<file path="config.mk">
export PLATFORM = sky130hd
export DESIGN_NAME = pcileech_board_ctl
export DESIGN_NICKNAME = d
export VERILOG_FILES = /design/src/rtl/pcileech_board_ctl.sv
export SDC_FILE = /design/constraint.sdc
export NUM_CORES = 1
export LEC_CHECK = 0
export ABC_AREA = 1
export BUFFER_PORTS_ARGS = -buffer_cell sky130_fd_sc_hd__buf_2
export CAP_MARGIN = 20
export CELL_PAD_IN_SITES_DETAIL_PLACEMENT = 1
export CELL_PAD_IN_SITES_GLOBAL_PLACEMENT = 2
export CORE_MARGIN = 1
export CORE_UTILIZATION = 34
export CTS_CLUSTER_SIZE = 16
export DETAILED_ROUTE_END_ITERATION = 6
export HOLD_SLACK_MARGIN = 0.15
export PLACE_DENSITY_LB_ADDON = 0.25
export SYNTH_ARGS = -nofsm -noshare
export SYNTH_HDL_FRONTEND = slang
export SYNTH_SLANG_ARGS = --single-unit
export TNS_END_PERCENT = 10
</file>
<file path="constraint.sdc">
create_clock -name clk_i -period 1.8 [get_ports clk_i]
set_input_delay 0.54 -clock clk_i [delete_from_list [all_inputs] [get_ports clk_i]]
set_output_delay 0.54 -clock clk_i [all_outputs]
set_load 0.01 [all_outputs]
</file>
<file path="src/rtl/pcileech_board_ctl.sv">
// ============================================================================
//  Module   : pcileech_board_ctl
//  Brief    : Board reset sequencer, user-switch debounce, config-reload
//             long-press detector and power-on LED blink for Artix-7 PCILeech.
//  Revision : 1.0
// ============================================================================
`default_nettype none

module pcileech_board_ctl_debounce #(
   parameter int unsigned PARAM_DEBOUNCE_CYCLES = 1000000
) (
   input  logic clk_i,
   input  logic rst_ni,
   input  logic run_i,
   input  logic sw_ni,
   output logic sw_p_o
);

   localparam logic [31:0] c_last = 32'(PARAM_DEBOUNCE_CYCLES - 1);

   logic [1:0]  sync_q;
   logic [31:0] cnt_q;
   logic [31:0] cnt_d;
   logic        sw_p_q;
   logic        sw_p_d;
   logic        w_sample;

   // Switch is active low; the sample is the "pressed" level.
   assign w_sample = ~sync_q[1];

   always_comb begin
      cnt_d  = cnt_q;
      sw_p_d = sw_p_q;
      if (w_sample == sw_p_q) begin
         cnt_d = '0;
      end else if (cnt_q == c_last) begin
         sw_p_d = w_sample;
         cnt_d  = '0;
      end else begin
         cnt_d = cnt_q + 32'd1;
      end
   end

   always_ff @(posedge clk_i or negedge rst_ni) begin
      if (!rst_ni) begin
         sync_q <= 2'b11;
         cnt_q  <= '0;
         sw_p_q <= 1'b0;
      end else if (run_i) begin
         sync_q <= {sync_q[0], sw_ni};
         cnt_q  <= cnt_d;
         sw_p_q <= sw_p_d;
      end
   end

   assign sw_p_o = sw_p_q;

endmodule

module pcileech_board_ctl #(
   parameter int unsigned PARAM_DEBOUNCE_CYCLES = 1000000,
   parameter int unsigned PARAM_RST_HOLD_CYCLES = 64,
   parameter int unsigned PARAM_SYS_LAG_CYCLES  = 16,
   parameter int unsigned PARAM_RELOAD_CYCLES   = 500000000,
   parameter int unsigned PARAM_BLINK_BIT       = 24
) (
   input  logic clk_i,
   input  logic rst_ni,
   input  logic sw1_ni,
   input  logic sw2_ni,
   output logic rst_sys_o,
   output logic rst_com_no,
   output logic cfg_reload_o,
   output logic led_pwronblink_o
);

   localparam logic [31:0]      c_com_release = 32'(PARAM_RST_HOLD_CYCLES);
   localparam logic [31:0]      c_sys_release = 32'(PARAM_RST_HOLD_CYCLES + PARAM_SYS_LAG_CYCLES);
   localparam logic [31:0]      c_reload_last = 32'(PARAM_RELOAD_CYCLES - 1);
   localparam int unsigned      c_up_w        = PARAM_BLINK_BIT + 4;
   localparam logic [c_up_w-1:0] c_up_sat     = {1'b1, {(PARAM_BLINK_BIT + 3){1'b0}}};
   localparam logic [c_up_w-1:0] c_up_one     = c_up_w'(1);

   typedef enum logic [2:0] {
      S_RESET    = 3'd0,
      S_HOLD     = 3'd1,
      S_RUN      = 3'd2,
      S_BTN      = 3'd3,
      S_WAIT_REL = 3'd4
   } state_t;

   // Reset synchronizer: async assert, release two edges after rst_ni rises.
   logic [1:0] rst_sync_q;
   logic       w_run;

   always_ff @(posedge clk_i or negedge rst_ni) begin
      if (!rst_ni) begin
         rst_sync_q <= 2'b00;
      end else begin
         rst_sync_q <= {rst_sync_q[0], 1'b1};
      end
   end

   assign w_run = rst_sync_q[1];

   logic [1:0] w_sw_n;
   logic [1:0] w_sw_p;

   assign w_sw_n = {sw2_ni, sw1_ni};

   for (genvar gi = 0; gi < 2; gi++) begin : g_sw
      pcileech_board_ctl_debounce #(
         .PARAM_DEBOUNCE_CYCLES (PARAM_DEBOUNCE_CYCLES)
      ) u_debounce (
         .clk_i  (clk_i),
         .rst_ni (rst_ni),
         .run_i  (w_run),
         .sw_ni  (w_sw_n[gi]),
         .sw_p_o (w_sw_p[gi])
      );
   end

   logic w_sw1_p;
   logic w_sw2_p;
   logic w_sw2_rise;
   logic w_sw2_fall;

   assign w_sw1_p = w_sw_p[0];
   assign w_sw2_p = w_sw_p[1];

   state_t      state_q;
   logic [31:0] cnt_q;
   logic [31:0] w_cnt_inc;
   logic        sw2_prev_q;
   logic        rst_sys_q;
   logic        rst_com_n_q;
   logic        cfg_reload_q;

   // Edges are taken against the previous debounced level, so every FSM
   // reaction lands one edge after the debounced change.
   assign w_sw2_rise = w_sw2_p & ~sw2_prev_q;
   assign w_sw2_fall = ~w_sw2_p & sw2_prev_q;
   assign w_cnt_inc  = cnt_q + 32'd1;

   always_ff @(posedge clk_i or negedge rst_ni) begin
      if (!rst_ni) begin
         state_q      <= S_RESET;
         cnt_q        <= '0;
         sw2_prev_q   <= 1'b0;
         rst_sys_q    <= 1'b1;
         rst_com_n_q  <= 1'b0;
         cfg_reload_q <= 1'b0;
      end else if (w_run) begin
         sw2_prev_q   <= w_sw2_p;
         cfg_reload_q <= 1'b0;
         case (state_q)
            S_RESET: begin
               state_q <= S_HOLD;
               cnt_q   <= '0;
            end
            S_HOLD: begin
               if (w_sw2_rise) begin
                  state_q     <= S_BTN;
                  cnt_q       <= '0;
                  rst_sys_q   <= 1'b1;
                  rst_com_n_q <= 1'b0;
               end else begin
                  cnt_q <= w_cnt_inc;
                  if (w_cnt_inc >= c_com_release) begin
                     rst_com_n_q <= 1'b1;
                  end
                  if (w_cnt_inc >= c_sys_release) begin
                     rst_sys_q <= 1'b0;
                     state_q   <= S_RUN;
                  end
               end
            end
            S_RUN: begin
               if (w_sw2_rise) begin
                  state_q     <= S_BTN;
                  cnt_q       <= '0;
                  rst_sys_q   <= 1'b1;
                  rst_com_n_q <= 1'b0;
               end
            end
            S_BTN: begin
               if (cnt_q == c_reload_last) begin
                  cfg_reload_q <= 1'b1;
                  state_q      <= S_WAIT_REL;
               end else if (w_sw2_fall) begin
                  state_q <= S_HOLD;
                  cnt_q   <= '0;
               end else begin
                  cnt_q <= w_cnt_inc;
               end
            end
            S_WAIT_REL: begin
               if (w_sw2_fall) begin
                  state_q <= S_HOLD;
                  cnt_q   <= '0;
               end
            end
            default: begin
               state_q <= S_RESET;
               cnt_q   <= '0;
            end
         endcase
      end
   end

   logic [c_up_w-1:0] uptime_q;
   logic [c_up_w-1:0] uptime_d;
   logic              led_q;
   logic              led_d;

   always_comb begin
      uptime_d = uptime_q;
      if ((state_q == S_BTN) || (state_q == S_WAIT_REL)) begin
         uptime_d = '0;
      end else if (uptime_q < c_up_sat) begin
         uptime_d = uptime_q + c_up_one;
      end
   end

   // Blink only during the early uptime window; afterwards the LED follows SW1.
   assign led_d = w_sw1_p ^ (uptime_q[PARAM_BLINK_BIT] & (uptime_q < c_up_sat));

   always_ff @(posedge clk_i or negedge rst_ni) begin
      if (!rst_ni) begin
         uptime_q <= '0;
         led_q    <= 1'b0;
      end else if (w_run) begin
         uptime_q <= uptime_d;
         led_q    <= led_d;
      end
   end

   assign rst_sys_o        = rst_sys_q;
   assign rst_com_no       = rst_com_n_q;
   assign cfg_reload_o     = cfg_reload_q;
   assign led_pwronblink_o = led_q;

endmodule

`default_nettype wire

</file>
==> flow_summary.toml, run 1 <==
[status]
status = "finished with violations"
failed_checks = "negative setup slack"

[drt]
met2WireLength_um = 14700
vias = 9004
avgRoutedWirePerCell_um = 16.4
drt-initial-drc-count = 383
wl_um = 29300
routed.top_layer = "met4"
drt.antenna.violating_nets = 0
drt-pass1-iter-count = 5
routed-wl-met3_um = 568
met1_wirelength_um = 13700
route.detailed.drc = 0
viasPerCell = 5.04

[grt]
antenna_found_initial = 0
grt_pass1_wl_um = 48800
vias_in_the_first_global_route = 9757
globalRoute.totalOverflow = 0
pin_count_of_the_biggest_net_entering_global_routing = 50
gr-usage-all-layers_pct = 23.4

[timing]
setup-tns-final_ns = -13.91
period_share_pct = 122
hold_viol_final = 0
setup_violations = 74
timing.clock.skew_ns = 0.0170
slew_viol_final = 0
final_critical_path_setup_slack_ns = -0.387
fmaxAchievable_mhz = 457
min_period_ns = 2.19
rsz0062_at_grt = "true"

[synthesis]
synth_cell_type_count = 43
synthMostInstantiatedCell = "sky130_fd_sc_hd__nand2_1"
synthesis.instances = 1205
yosysTopAreaCellShare_pct = 39.2
fraction_of_registers_with_async_set_reset_pct = 100
synth.cell_area_um2 = 8610
ranking_of_synthesized_cells_by_instance_count = "sky130_fd_sc_hd__nand2_1, sky130_fd_sc_hd__inv_1, sky130_fd_sc_hd__dfrtp_1"
synth.net_count = 1213
syn-mean-instance-area_um2 = 7.14
synth-main-ff-cell = "sky130_fd_sc_hd__dfrtp_1"
synth_largest_area_cell = "sky130_fd_sc_hd__dfrtp_1"
synth_top_cells_by_area = "sky130_fd_sc_hd__dfrtp_1, sky130_fd_sc_hd__nand2_1, sky130_fd_sc_hd__inv_1, sky130_fd_sc_hd__nand3_1, sky130_fd_sc_hd__nor2_1"
ys_ff_latch = 140
seq_area_frac_synth_pct = 40.8
yosys_warnings = 0
synth_edf_count = 0

[critical_path]
max_stage_delay_ns = 0.41
critical_path.top_delay_family = "simple AND/OR/NAND/NOR gates"
max_fanout_on_critical_path = 5
most_frequent_cell_on_the_critical_path = "sky130_fd_sc_hd__nand2_4"
setup_cp_type = "flip-flop to flip-flop"
worst_setup_path_end_kind = "flip-flop"
crit_arrival_ns = 2.56
cp_slowest_cell = "sky130_fd_sc_hd__dfrtp_1"
crit_chain = "ha_4 > nand2_4 > nor2_4 > nand2_4 > nor2_4 > nand2_2 > nand2_2 > nand3_2 > nor2_2 > nand2_1 > nor2_2 > nand3_4 > nand2_4 > nand2_4 > nand2_2"
critPathLaunchType = "flip-flop"
crit_required_ns = 2.17
critical_path_buf_inv_count = 0

[clocking]
clkLatencyLatePin_ns = 0.44
max-clock-path-buffers = 2
h-tree-depth = 4
clk_root_buffer_cell = "sky130_fd_sc_hd__clkbuf_16"
cts_buffers = 17
worst_setup_hold_path_clk_slew_ns = 0.06
numClockSinks = 140
tritoncts = "done"

[pwr]
power_per_cell_area_nw_per_um2 = 789
power_leakage_uw = 0.00545
max-vdd-ir-drop_uv = 536

[floorplan]
ios = 8
placementRows = 57
die_x_um = 161
design.die.area_um2 = 26000
floorplan.initialDensity_pct = 35.0
chip_height_um = 161
core_footprint_um2 = 24600

[cells_and_area]
drive_gt1_share_pct = 32.0
net_count_of_the_finished_layout = 1460
syn_to_final_growth_pct = 41.5
final_antenna_diode_count = 0
layout.filler_cells = 3056

[hold_path]
worst_hold_path_class = "flip-flop to flip-flop"

[placed_design]
placement.setup.worst_slack_ns = -0.322
detailedPlacementHpwl_um = 21000
port_buffers = 7
routabilityCongestion = 0.862

[job]
max_cap_viols = 0
-- timing repair --
action                     in CTS  in global routing
setup endpoints to repair      99                123
buffers inserted                8                 11
pin swaps                      13                 52
hold endpoints to repair       15                  0
gates resized for setup        93                123
hold buffers                    1                  0
cloned                          2                  0
-- path summary, 6_finish.rpt --
kind                          startpoint                      endpoint  slack, ns  depth (start not counted)
min reg2reg                rst_sync_q[0]                 rst_sync_q[1]       0.35                          0
min                        rst_sync_q[0]                 rst_sync_q[1]       0.35                          0
max in group asynchronous         rst_ni  g_sw[0].u_debounce.sync_q[1]       0.65                          3
min in group asynchronous         rst_ni                      cnt_q[9]       0.54                          2
max                             cnt_q[0]                    state_q[1]      -0.39                         15
max reg2reg                     cnt_q[0]                    state_q[1]      -0.39                         15
-- where the power goes --
| group | total, uW | internal [uW] | switching (uW) |
|---|---|---|---|
| combinational | 2150 | 912 | 1240 |
| clock | 3910 | 2420 | 1490 |
| sequential | 3550 | 3350 | 205 |
-- layer usage --
metal,up-vias,GRT usage [%]
li1,4456,-
met1,4454,30.2
met2,68,41.3
met3,26,2.80
met4,0,6.48
met5,-,0
-- stage by stage --
step                      area [um^2]  power (uW)  util [%]  cells  hold WS (ns)
after floorplan                  8640        4490         -   1205         0.244
after global placement          10700        5270      43.6   1735         0.337
after detailed placement        10700        5340      43.6   1735         0.337
after CTS                       11700        9520      47.6   1777         0.348
after global routing            12200       10100      49.5   1788         0.364
final                           12200        9610      49.5   1788         0.349
-- final cells by class --
type                            count  area, um^2  share of cell area [%]
Inverter                          165         627                    5.14
Timing Repair inverter              1        11.3                  0.0924
Sequential cell                   140        3510                    28.8
Timing Repair Buffer              249        2020                    16.6
Multi-Input combinational cell    878        4980                    40.8
Clock inverter                     11         164                    1.35
Tap cell                          324         405                    3.33
Clock buffer                       20         467                    3.83
-- flip-flops by register name, summed over array words and instances (netlist names) --
register,flops
rst_sys_o,1
g_sw.u_debounce.sw_p_o,2
state_q,3
rst_sync_q,2
cfg_reload_o,1
cnt_q,32
uptime_q,28
g_sw.u_debounce.cnt_q,64
rst_com_no,1
sw2_prev_q,1
g_sw.u_debounce.sync_q,4
led_pwronblink_o,1
-- cells in the final DEF, fill, tap and decap left out, drive strengths merged, types with 8 or more instances in the layout --
cell / n
nand2: 323
nor3: 45
xnor2: 8
a21oi: 35
clkbuf: 20
buf: 248
o22ai: 30
nand4: 34
o21ai: 103
xor2: 19
nor2: 138
nor4: 13
nand3: 98
dfrtp: 135
inv: 166
-- logic make-up (layout without fill, tap and decap cells) --
logic type                 count (synthesis)  count (layout)  synth area share, %
and+or+nand+nor                          657             657                 34.5
AOI/OAI and AO/OA                        189             189                 12.8
buffers and inverters                    187             446                 8.56
DFF                                      140             140                 40.8
xor gates and xnor gates                  27              27                 2.75
adders and majority gates                  4               4                0.581
other                                      1               1               0.0436
Power figures use the tool's default switching activity.
==> run 2: changes to the inputs <==
Settings changed: SKIP_LAST_GASP set to 1.
==> run 2 against run 1 <==
  * Setup slack improved by 0.034 ns
  * Largest cell class unchanged
  * Routed wire length fell by 0.94%
  * Via count rose by 1.5%
  * Combinational power fell by 4%
  * The flow still finishes with violations (negative setup slack)
  * Clock-buffer cell count did not move
  * Clock power barely moved
  * Register-to-register slack improved by 0.03 ns
  * Highest routed layer unchanged
  * Critical path type unchanged
  * Cell count rose by 0.45%
  * Sequential share of layout area rose by 0.53 points
  * Non-clock buffer count rose by 8
  * Largest power group unchanged
  * Power fell by 1.0%
  * Flip-flop and latch count did not move
==> flow_summary.toml, run 2 (synthesized netlist as in run 1, its figures left out) <==
[drt]
avgRoutedWirePerCell_um = 16.1
vias = 9135
drt.antenna.violating_nets = 0
drt-pass1-iter-count = 4
drt-initial-drc-count = 439
wl_um = 29000
viasPerCell = 5.09
route.detailed.drc = 0

[critical_path]
crit_chain = "ha_4 > nand2_4 > nor2_4 > nand2_4 > nor2_4 > nand2_1 > nand2_2 > nand3_2 > nor2_2 > nand2_1 > nor2_2 > nand3_4 > nand2_4 > nand2_1 > nand2_1"
cp_slowest_cell = "sky130_fd_sc_hd__dfrtp_1"
max_fanout_on_critical_path = 5
critPathLaunchType = "flip-flop"
max_stage_delay_ns = 0.41
crit_arrival_ns = 2.52
most_frequent_cell_on_the_critical_path = "sky130_fd_sc_hd__nand2_1"
critical_path_buf_inv_count = 0
worst_setup_path_startpoint = "cnt_q[0]"
critical_path.top_delay_family = "simple AND/OR/NAND/NOR gates"
crit_required_ns = 2.16
worst_setup_path_end_kind = "flip-flop"
setup_cp_type = "flip-flop to flip-flop"
r2r-start = "cnt_q[0]"

[floorplan]
ios = 8
chip_height_um = 161
floorplan.initialDensity_pct = 35.0
die_x_um = 161
placementRows = 57
core_footprint_um2 = 24600
design.die.area_um2 = 26000

[cells_and_area]
reg_top3 = "g_sw.u_debounce.cnt_q x64, cnt_q x32, uptime_q x28"
registers.top_by_ff_count = "g_sw.u_debounce.cnt_q"
syn_to_final_growth_pct = 39.0
net_count_of_the_finished_layout = 1468
drive_gt1_share_pct = 29.1
final_antenna_diode_count = 0
largest_reg_flops = 64
finalCoreUtilization_pct = 48.6
final_cell_mix = "sky130_fd_sc_hd__nand2_1, sky130_fd_sc_hd__buf_4, sky130_fd_sc_hd__inv_1"
layout.cell_area.non_filler_um2 = 12000
mostFrequentLayoutCell = "sky130_fd_sc_hd__nand2_1"

[timing]
timing.clock.skew_ns = 0.0156
setup_violations = 100
rsz0062_at_grt = "true"
period_share_pct = 120
final.hold.worst_slack_ns = 0.349
fmaxAchievable_mhz = 464
hold_viol_final = 0
min_period_ns = 2.15
final_critical_path_setup_slack_ns = -0.353
slew_viol_final = 0

[hold_path]
worst_hold_path_class = "flip-flop to flip-flop"
hold_start = "rst_sync_q[0]"

[clocking]
h-tree-depth = 4
max-clock-path-buffers = 2
tritoncts = "done"
clk_root_buffer_cell = "sky130_fd_sc_hd__clkbuf_16"
worst_setup_hold_path_clk_slew_ns = 0.06
cts_buffers = 17
clkLatencyLatePin_ns = 0.43
numClockSinks = 140

[grt]
pin_count_of_the_biggest_net_entering_global_routing = 50
groute.layer.met1.usage_pct = 29.9
globalRoute.totalOverflow = 0
groute.layer.met3.usage_pct = 2.95
grt_pass1_wl_um = 48600
grt_util_met2_pct = 41.1
gr-usage-all-layers_pct = 23.4
grt.busiest_layer = "met2"
vias_in_the_first_global_route = 9763
antenna_found_initial = 0

[pwr]
power_per_cell_area_nw_per_um2 = 795
max-vdd-ir-drop_uv = 539
power_leakage_uw = 0.00545

[placed_design]
port_buffers = 7
detailedPlacementHpwl_um = 21000
dpl-instance-area_um2 = 10700
routabilityCongestion = 0.862

[job]
max_cap_viols = 0

[status]
status = "finished with violations"
failed_checks = "negative setup slack"
[run 2: changes by cell type in the layout (fill, tap and decap cells not counted), moves of 8 or more]
| cell | delta |
|---|---|
| sky130_fd_sc_hd__o21ai_1 | -26 |
| sky130_fd_sc_hd__o21ai_2 | -8 |
| sky130_fd_sc_hd__buf_4 | +14 |
| sky130_fd_sc_hd__nor2_1 | +12 |
| sky130_fd_sc_hd__o21ai_0 | +34 |
[run 2: repair_timing]
item,4_1_cts,5_1_grt
hold endpoints to repair,15,0
hold buffers,1,0
pin swaps,11,51
setup buffers,8,21
resized for setup,30,87
setup endpoints to repair,99,123
gates cloned,2,0
[run 2: routing by layer]
| layer | part of all wire [%] | vias up | routed length (um) |
|---|---|---|---|
| li1 | - | 4481 | - |
| met4 | 1.3 | 0 | 378 |
| met3 | 2.2 | 31 | 646 |
| met5 | 0 | - | 0 |
| met1 | 46 | 4522 | 13300 |
| met2 | 50 | 101 | 14600 |
[run 2: per-stage QoR]
step	std cells	setup slack, ns	total power [uW]	setup TNS, ns
3_3_place_gp	1735	-0.266	5270	-10.26
4_1_cts	1777	-0.275	9460	-14.47
3_5_place_dp	1735	-0.322	5340	-14.40
6_report	1796	-0.353	9510	-16.45
5_1_grt	1796	-0.507	9950	-32.35
2_1_floorplan	1205	-0.0724	4490	-0.458
[run 2: worst paths after layout]
kind,to,slack (ns),cells after the start
max,state_q[0],-0.35,15
min,rst_sync_q[1],0.35,0
max reg2reg,state_q[0],-0.35,15
min reg2reg,rst_sync_q[1],0.35,0
max in group asynchronous,g_sw[0].u_debounce.sync_q[1],0.65,3
min in group asynchronous,cnt_q[21],0.54,2
[run 2: cell type report]
type,instances,area (um^2)
repair inverters,1,6.26
clock buffers,20,467
fillers,3083,12600
flip-flops and latches,140,3510
well taps,324,405
repair buffers,257,2040
multi-input cells,878,4740
inverters,165,629
clock inverters,11,164
[run 2: where the power goes]
part           internal [uW]  leakage [uW]  switching, uW
Clock                   2420      0.000308           1480
Combinational            869       0.00323           1200
Sequential              3350       0.00191            199
[run 2: worst reg2reg max path, cell delays in order, from the launching register on]
cell and delay (ns):
sky130_fd_sc_hd__dfrtp_1 0.41, sky130_fd_sc_hd__ha_4 0.18, sky130_fd_sc_hd__nand2_4 0.06, sky130_fd_sc_hd__nor2_4 0.24, sky130_fd_sc_hd__nand2_4 0.12, sky130_fd_sc_hd__nor2_4 0.13, sky130_fd_sc_hd__nand2_1 0.07, sky130_fd_sc_hd__nand2_2 0.08
sky130_fd_sc_hd__nand3_2 0.09, sky130_fd_sc_hd__nor2_2 0.12, sky130_fd_sc_hd__nand2_1 0.07, sky130_fd_sc_hd__nor2_2 0.17, sky130_fd_sc_hd__nand3_4 0.13, sky130_fd_sc_hd__nand2_4 0.12, sky130_fd_sc_hd__nand2_1 0.05, sky130_fd_sc_hd__nand2_1 0.06
